[config.mk]
export PLATFORM = sky130hd
export DESIGN_NAME = dtg_1024x768
export DESIGN_NICKNAME = d
export VERILOG_FILES = /design/src/rtl/dtg_1024x768.sv
export SDC_FILE = /design/constraint.sdc
export NUM_CORES = 1
export LEC_CHECK = 0
export CAP_MARGIN = 40
export CORE_ASPECT_RATIO = 1.75
export CORE_MARGIN = 2
export CORE_UTILIZATION = 35
export DETAILED_ROUTE_END_ITERATION = 8
export PLACE_DENSITY = 0.64
export SLEW_MARGIN = 20
export SYNTH_ARGS = -nofsm -noshare
export SYNTH_HDL_FRONTEND = slang
export SYNTH_SLANG_ARGS = --single-unit
export TNS_END_PERCENT = 20
[constraint.sdc]
create_clock -name clock -period 3 [get_ports clock]
set_clock_uncertainty 0.1 [all_clocks]
set_input_delay 0.6 -clock clock [delete_from_list [all_inputs] [get_ports clock]]
set_output_delay 0.6 -clock clock [all_outputs]
set_load 0.05 [all_outputs]
[src/rtl/dtg_1024x768.sv]
// dtg_1024x768: 1024x768 @ 60 Hz VGA display timing generator on the 65 MHz pixel clock.
// Optional feature macro DTG_FRAME_TICK_EN builds the frame_tick decode at (column 0, row V_ACTIVE).
module dtg_1024x768 #(
  parameter int H_ACTIVE = 1024,
  parameter int H_FP     = 24,
  parameter int H_SYNC   = 136,
  parameter int H_BP     = 160,
  parameter int V_ACTIVE = 768,
  parameter int V_FP     = 3,
  parameter int V_SYNC   = 6,
  parameter int V_BP     = 29,
  parameter bit SYNC_POL = 1'b0
) (
  input  logic        clock,
  input  logic        reset_n,
  output logic [11:0] pixel_column,
  output logic [11:0] pixel_row,
  output logic        horiz_sync,
  output logic        vert_sync,
  output logic        video_on,
  output logic        frame_tick
);

  localparam int H_TOTAL = H_ACTIVE + H_FP + H_SYNC + H_BP;
  localparam int V_TOTAL = V_ACTIVE + V_FP + V_SYNC + V_BP;

  localparam logic [11:0] H_LAST   = 12'(H_TOTAL - 1);
  localparam logic [11:0] V_LAST   = 12'(V_TOTAL - 1);
  localparam logic [11:0] H_VIS    = 12'(H_ACTIVE);
  localparam logic [11:0] V_VIS    = 12'(V_ACTIVE);
  localparam logic [11:0] HS_FIRST = 12'(H_ACTIVE + H_FP);
  localparam logic [11:0] HS_LAST  = 12'(H_ACTIVE + H_FP + H_SYNC - 1);
  localparam logic [11:0] VS_FIRST = 12'(V_ACTIVE + V_FP);
  localparam logic [11:0] VS_LAST  = 12'(V_ACTIVE + V_FP + V_SYNC - 1);

  logic [11:0] columnNext;
  logic [11:0] rowNext;
  logic        lineEnd;
  logic        hSyncNext;
  logic        vSyncNext;
  logic        videoOnNext;

  // Next raster position; >= keeps the counters bounded even from an illegal value.
  always_comb begin
    lineEnd    = (pixel_column >= H_LAST);
    columnNext = lineEnd ? 12'd0 : pixel_column + 12'd1;
    rowNext    = pixel_row;
    if (lineEnd) begin
      rowNext = (pixel_row >= V_LAST) ? 12'd0 : pixel_row + 12'd1;
    end
  end

  // Flags decode the next position so they register alongside the counters with no skew.
  always_comb begin
    hSyncNext   = ((columnNext >= HS_FIRST) && (columnNext <= HS_LAST)) ? SYNC_POL : ~SYNC_POL;
    vSyncNext   = ((rowNext >= VS_FIRST) && (rowNext <= VS_LAST)) ? SYNC_POL : ~SYNC_POL;
    videoOnNext = (columnNext < H_VIS) && (rowNext < V_VIS);
  end

  always_ff @(posedge clock) begin
    if (!reset_n) begin
      pixel_column <= H_LAST;
      pixel_row    <= V_LAST;
      horiz_sync   <= ~SYNC_POL;
      vert_sync    <= ~SYNC_POL;
      video_on     <= 1'b0;
    end else begin
      pixel_column <= columnNext;
      pixel_row    <= rowNext;
      horiz_sync   <= hSyncNext;
      vert_sync    <= vSyncNext;
      video_on     <= videoOnNext;
    end
  end

`ifdef DTG_FRAME_TICK_EN
  logic frameTickNext;

  assign frameTickNext = (columnNext == 12'd0) && (rowNext == V_VIS);

  always_ff @(posedge clock) begin
    if (!reset_n) begin
      frame_tick <= 1'b0;
    end else begin
      frame_tick <= frameTickNext;
    end
  end
`else
  assign frame_tick = 1'b0;
`endif

endmodule
==> impl_metrics.py, run 1 <==
metrics = {
    "status": {
        "status": "complete, no violations",
    },
    "logic_synthesis": {
        "synth.most_common_cell": "dfxtp_1",
        "synth_top_family_by_area": "simple AND/OR/NAND/NOR gates",
        "synthesis.area_um2": 1530,
        "synth_simple_gate_area_share_pct": 23.7,
        "synthMuxAreaShare_pct": 1.47,
        "ys_types": 52,
        "ys_seq_elements": 27,
        "synth.top_cell.area_share_pct": 35.3,
        "yosys.area_share.adder_pct": 3.27,
        "ys_seq_area_share_pct": 35.3,
        "synth_compound_gate_area_share_pct": 23.0,
        "synthFlopType": "dfxtp_1",
        "ys_top_cells_by_area": "dfxtp_1, o21ai_0, xnor2_1, nand2_1, nor2_1",
        "yosys_warnings": 0,
        "synthXorXnorAreaFrac_pct": 8.01,
        "syn_area_per_cell_um2": 8.28,
        "synth_edf_count": 0,
        "synth_commonest_cells": "dfxtp_1, nand2_1, nor2_1",
        "synth_async_sr_flop_share_pct": 0,
        "synth_top_area_cell": "dfxtp_1",
        "synthCells": 185,
    },
    "timing": {
        "setup_violations": 0,
        "rsz0062_at_grt": "false",
        "max_freq_mhz": 401,
        "min_period_over_period_pct": 83.2,
        "max_slew.worst_pin.slew_ns": 0.573,
        "tns_ns": 0,
        "min_period_ns": 2.50,
        "slew_violations": 0,
        "slew_headroom_pct": 61.4,
        "hold_violations": 0,
    },
    "place": {
        "portBuffers": 28,
        "gp_congestion": 0.910,
        "dp_hpwl_mm": 3.03,
    },
    "critical_path": {
        "cp-start-kind": "register",
        "cp_top_family": "compound AO/OA/AOI/OAI gates",
        "arrival_ns": 2.59,
        "worstPathMaxFanout": 8,
        "worst-path-buf-inv": 1,
        "slowest_delay_ns": 0.51,
        "path_cells": "ha_1, nand3_2, nor2_4, a311oi_2, buf_4, mux2_2, o311a_1, o22a_1, o2111ai_1",
        "worstSetupPathType": "reg2reg",
        "critical_path_required_ns": 3.10,
        "worstSetupEndpointType": "register",
        "crit_slowest_cell": "a311oi_2",
    },
    "clock_network": {
        "clk_latency_ns": 0.27,
        "post_cts_buffers": 0,
        "clock-sinks": 27,
        "cts_buffer_depth": 2,
        "numCtsBuffers": 3,
        "cts_hold_buf": 0,
        "cts_resized": 0,
        "root_buffer": "clkbuf_8",
        "htreeDepth": 1,
        "path_clk_slew_ns": 0.09,
        "cts_tree": "built",
    },
    "die": {
        "die_w_um": 54.0,
        "core-area_um2": 4190,
        "initial_core_util_pct": 36.6,
        "io_pins": 30,
        "die_y_um": 91.5,
        "rows": 31,
        "die-area_um2": 4940,
    },
    "global_route": {
        "grt_pass1_vias": 1446,
        "grt_pass1_wl_mm": 6.51,
        "grt_usage_pct": 17.6,
        "grt_start_max_net_pins": 15,
        "antenna_found_initial": 0,
        "overflow": 0,
    },
    "routing": {
        "route.top_layer_used": "met4",
        "vias": 1489,
        "drc": 0,
        "dr.pass1.iters": 4,
        "wl_met2_mm": 2.12,
        "wl_mm": 3.99,
        "drt_iter0_drc": 39,
        "via_per_inst": 5.68,
        "post_drt_wl_per_cell_um": 15.2,
        "drt-met1-wl_mm": 1.55,
        "detail-route-antenna-nets": 0,
        "wl_met3_um": 132,
    },
    "pwr": {
        "p_leak_nw": 0.681,
        "ir_drop_v": 0.000297,
        "finalPower_mw": 1.16,
        "power_density_nw_per_um2": 614,
    },
    "hold_path": {
        "holdCritPathClass": "reg2reg",
    },
    "finish": {
        "nNetsFinal": 220,
        "diodes": 0,
        "syn_to_final_growth_pct": 23.7,
        "final.fill_count": 439,
        "drive_gt1_share_pct": 7.98,
    },
    "run": {
        "maxCapViolations": 0,
    },
}
[cell type report]
class	count	area (um2)	area share [%]
clock buffers	4	45.0	2.38
inverters	5	18.8	0.991
multi-input cells	145	918	48.5
flip-flops and latches	27	541	28.5
well taps	49	61.3	3.24
repair buffers	32	310	16.4
[state kept, by name (all words and copies together) (netlist names)]
signal and cells:
horiz_sync 1, pixel_column 12, pixel_row 12, vert_sync 1
video_on 1
[cell usage in the layout (no fill, tap or decap), types with 2 or more instances in the layout]
| master | instances |
|---|---|
| a21oi_1 | 11 |
| a22oi_1 | 2 |
| a31oi_1 | 4 |
| and3_1 | 3 |
| buf_4 | 4 |
| clkbuf_8 | 3 |
| clkdlybuf4s50_1 | 28 |
| conb_1 | 2 |
| dfxtp_1 | 27 |
| ha_1 | 4 |
| inv_1 | 5 |
| nand2_1 | 17 |
| nand2b_1 | 2 |
| nand3_1 | 10 |
| nor2_1 | 17 |
| nor3_1 | 6 |
| nor4_1 | 2 |
| o21ai_0 | 16 |
| o21ai_1 | 3 |
| or3_1 | 2 |
| or4_1 | 2 |
| xnor2_1 | 8 |
| xor2_1 | 6 |
[metrics by stage]
| stage | instance area, um2 | cells | hold slack [ns] | setup WS (ns) | utilization [%] |
|---|---|---|---|---|---|
| floorplan | 1540 | 186 | 0.596 | 0.398 | - |
| global placement | 1850 | 258 | 0.421 | 0.587 | 44.1 |
| detailed placement | 1850 | 258 | 0.434 | 0.525 | 44.1 |
| CTS | 1890 | 262 | 0.459 | 0.491 | 45.2 |
| global route | 1890 | 262 | 0.510 | 0.291 | 45.2 |
| finish | 1890 | 262 | 0.454 | 0.504 | 45.2 |
[final timing paths]
path | slack [ns] | depth (start not counted) | end | startpoint
worst max-delay path | 0.50 | 9 | vert_sync | pixel_column[0]
worst min-delay path | 0.45 | 1 | pixel_column[0] | pixel_column[0]
worst max register to register | 0.50 | 9 | vert_sync | pixel_column[0]
worst min register to register | 0.45 | 1 | pixel_column[0] | pixel_column[0]
[layer usage]
metal,GRT usage (%),vias to the layer above
met2,31.8,50
met4,10.0,0
met3,1.97,16
met5,0,-
li1,-,727
met1,18.3,696
[where the power goes]
group          leakage (nW)  internal, mW  switching (mW)  total (mW)
clock network        0.0228        0.0953           0.113       0.208
logic                 0.436         0.173           0.317       0.490
registers             0.223         0.397          0.0675       0.465
[kinds of logic (layout without fill, tap and decap cells)]
| family | Yosys count | in the layout |
|---|---|---|
| adder cells (fa/ha/maj) | 4 | 4 |
| AND/OR/NAND/NOR | 69 | 69 |
| buffers and inverters | 14 | 41 |
| XOR/XNOR | 14 | 14 |
| AO/OA/AOI/OAI | 54 | 54 |
| other | 1 | 2 |
| multiplexers | 2 | 2 |
| flip-flops | 27 | 27 |
[worst register-to-register path: cells and delay by family, from the launching register on]
family	cells	cell delay (ns)
buf+inv	1	0.25
compound gates	4	0.89
simple gates	2	0.19
mux	1	0.33
flops	1	0.36
fa+ha+maj	1	0.28
Power figures use the tool's default switching activity.
==> run 2, diff against run 1 <==
- PLACE_DENSITY: 0.64 -> 0.66
- clock period: 3 -> 2.1 ns (I/O delays scaled with it)
==> run 2 against run 1 <==
Compared with the run above: first-iteration DRC count grew 23%; non-clock buffer count grew 32; final area grew 17%; die area unchanged; critical path type unchanged; largest cell class unchanged; largest power group unchanged; highest routed layer unchanged.
==> impl_metrics.py, run 2 (synthesis gave the netlist of run 1 again) <==
metrics = {
    "clock_network": {
        "cts_buffer_depth": 2,
        "htreeDepth": 1,
        "numCtsBuffers": 3,
        "cts_hold_buf": 0,
        "clk_latency_ns": 0.27,
        "root_buffer": "clkbuf_8",
        "path_clk_slew_ns": 0.09,
        "clock-sinks": 27,
        "cts_tree": "built",
    },
    "critical_path": {
        "worstSetupPathType": "reg2reg",
        "critical_path_required_ns": 2.16,
        "arrival_ns": 2.14,
        "worstSetupEndpointType": "register",
        "worstPathMaxFanout": 5,
        "cp-start-kind": "register",
    },
    "finish": {
        "largest_registers": "pixel_column x12, pixel_row x12",
        "nNetsFinal": 252,
        "diodes": 0,
        "final_cell_mix": "buf_4, nand2_1, nor2_1, o21ai_0",
        "drive_gt1_share_pct": 36.7,
        "syn_to_final_growth_pct": 44.9,
        "final.fill_count": 403,
        "final_common_cell": "buf_4",
    },
    "timing": {
        "slew_headroom_pct": 59.0,
        "slew_violations": 0,
        "max_slew.worst_pin.slew_ns": 0.608,
        "min_period_over_period_pct": 99.3,
        "post-route-worst-setup-slack_ns": 0.0150,
        "max_freq_mhz": 480,
        "tns_ns": 0,
        "min_period_ns": 2.08,
        "setup_violations": 0,
        "rsz0062_at_grt": "true",
        "hold_violations": 0,
    },
    "die": {
        "initial_core_util_pct": 36.6,
        "io_pins": 30,
        "die-area_um2": 4940,
        "rows": 31,
        "die_w_um": 54.0,
        "core-area_um2": 4190,
        "die_y_um": 91.5,
    },
    "global_route": {
        "grt_usage_pct": 19.1,
        "grt_pass1_wl_mm": 7.00,
        "grt_start_max_net_pins": 15,
        "grt_pass1_vias": 1502,
        "overflow": 0,
        "antenna_found_initial": 0,
    },
    "routing": {
        "via_per_inst": 5.41,
        "detail-route-antenna-nets": 0,
        "dr.pass1.iters": 4,
        "drt_iter0_drc": 48,
        "vias": 1592,
        "wl_mm": 4.50,
        "post_drt_wl_per_cell_um": 15.3,
        "drc": 0,
    },
    "place": {
        "gp_congestion": 0.885,
        "portBuffers": 28,
        "dp_slack_ns": -0.0103,
        "dp_hpwl_mm": 3.36,
    },
    "pwr": {
        "power_density_nw_per_um2": 833,
        "ir_drop_v": 0.000526,
        "finalPower_mw": 1.85,
        "p_leak_nw": 0.939,
    },
    "status": {
        "status": "complete, no violations",
    },
    "run": {
        "maxCapViolations": 0,
    },
    "hold_path": {
        "holdCritPathClass": "reg2reg",
    },
}
==> run 2: changes by cell type in the layout (fill, tap and decap cells not counted), moves of 2 or more <==
cell / previous run / this run
dfxtp_4: 0 / 9
clkdlybuf4s50_1: 28 / 7
dfxtp_2: 0 / 11
o21ai_2: 0 / 2
dlygate4sd2_1: 0 / 2
dfxtp_1: 27 / 7
buf_4: 4 / 49
dlymetal6s2s_1: 0 / 5
==> run 2: per-layer routing <==
metal	vias to the layer above	wire length [um]	GRT usage [%]
met5	-	0	0
met4	0	177	10.4
met3	13	132	1.48
met2	44	2400	34.5
met1	741	1780	20.5
li1	794	-	-
==> run 2: area by class of cell <==
class	count	area, um2	share of cell area, %
Sequential cell	27	588	26.5
Tap cell	49	61.3	2.76
Timing Repair Buffer	64	529	23.8
Inverter	5	18.8	0.846
Multi-Input combinational cell	145	977	44.0
Clock buffer	4	45.0	2.03
==> run 2: critical path: stages, from the launching register on <==
cell	delay [ns]
dfxtp_2	0.33
buf_4	0.13
o311ai_0	0.56
o21ai_2	0.19
o21ai_2	0.24
o21ai_0	0.11
a21oi_1	0.18
o2111ai_1	0.11
==> run 2: where the power goes <==
group	switching (mW)	internal, mW
clock	0.163	0.136
sequential	0.0764	0.574
combinational	0.526	0.373
total	0.765	1.08
==> run 2: path summary, 6_finish.rpt <==
check                        from         endpoint  slack [ns]  depth (start not counted)
setup / recovery     pixel_row[6]        vert_sync        0.02                          7
hold / removal    pixel_column[0]  pixel_column[0]        0.41                          1
setup reg to reg     pixel_row[6]        vert_sync        0.02                          7
hold reg to reg   pixel_column[0]  pixel_column[0]        0.41                          1
==> run 2: timing repair <==
action	CTS	global route
pin swaps	0	3
resized for setup	3	13
setup endpoints to repair	3	9
setup buffers	0	4
gates cloned	0	1
==> run 2: per-stage QoR <==
stage | hold WS [ns] | instance area, um2 | util, % | instances
floorplan | 0.416 | 1610 | - | 186
global placement | 0.390 | 2090 | 49.9 | 285
detailed placement | 0.394 | 2090 | 49.9 | 285
CTS | 0.411 | 2140 | 51.0 | 289
global route | 0.430 | 2220 | 53.0 | 294
finish | 0.405 | 2220 | 53.0 | 294
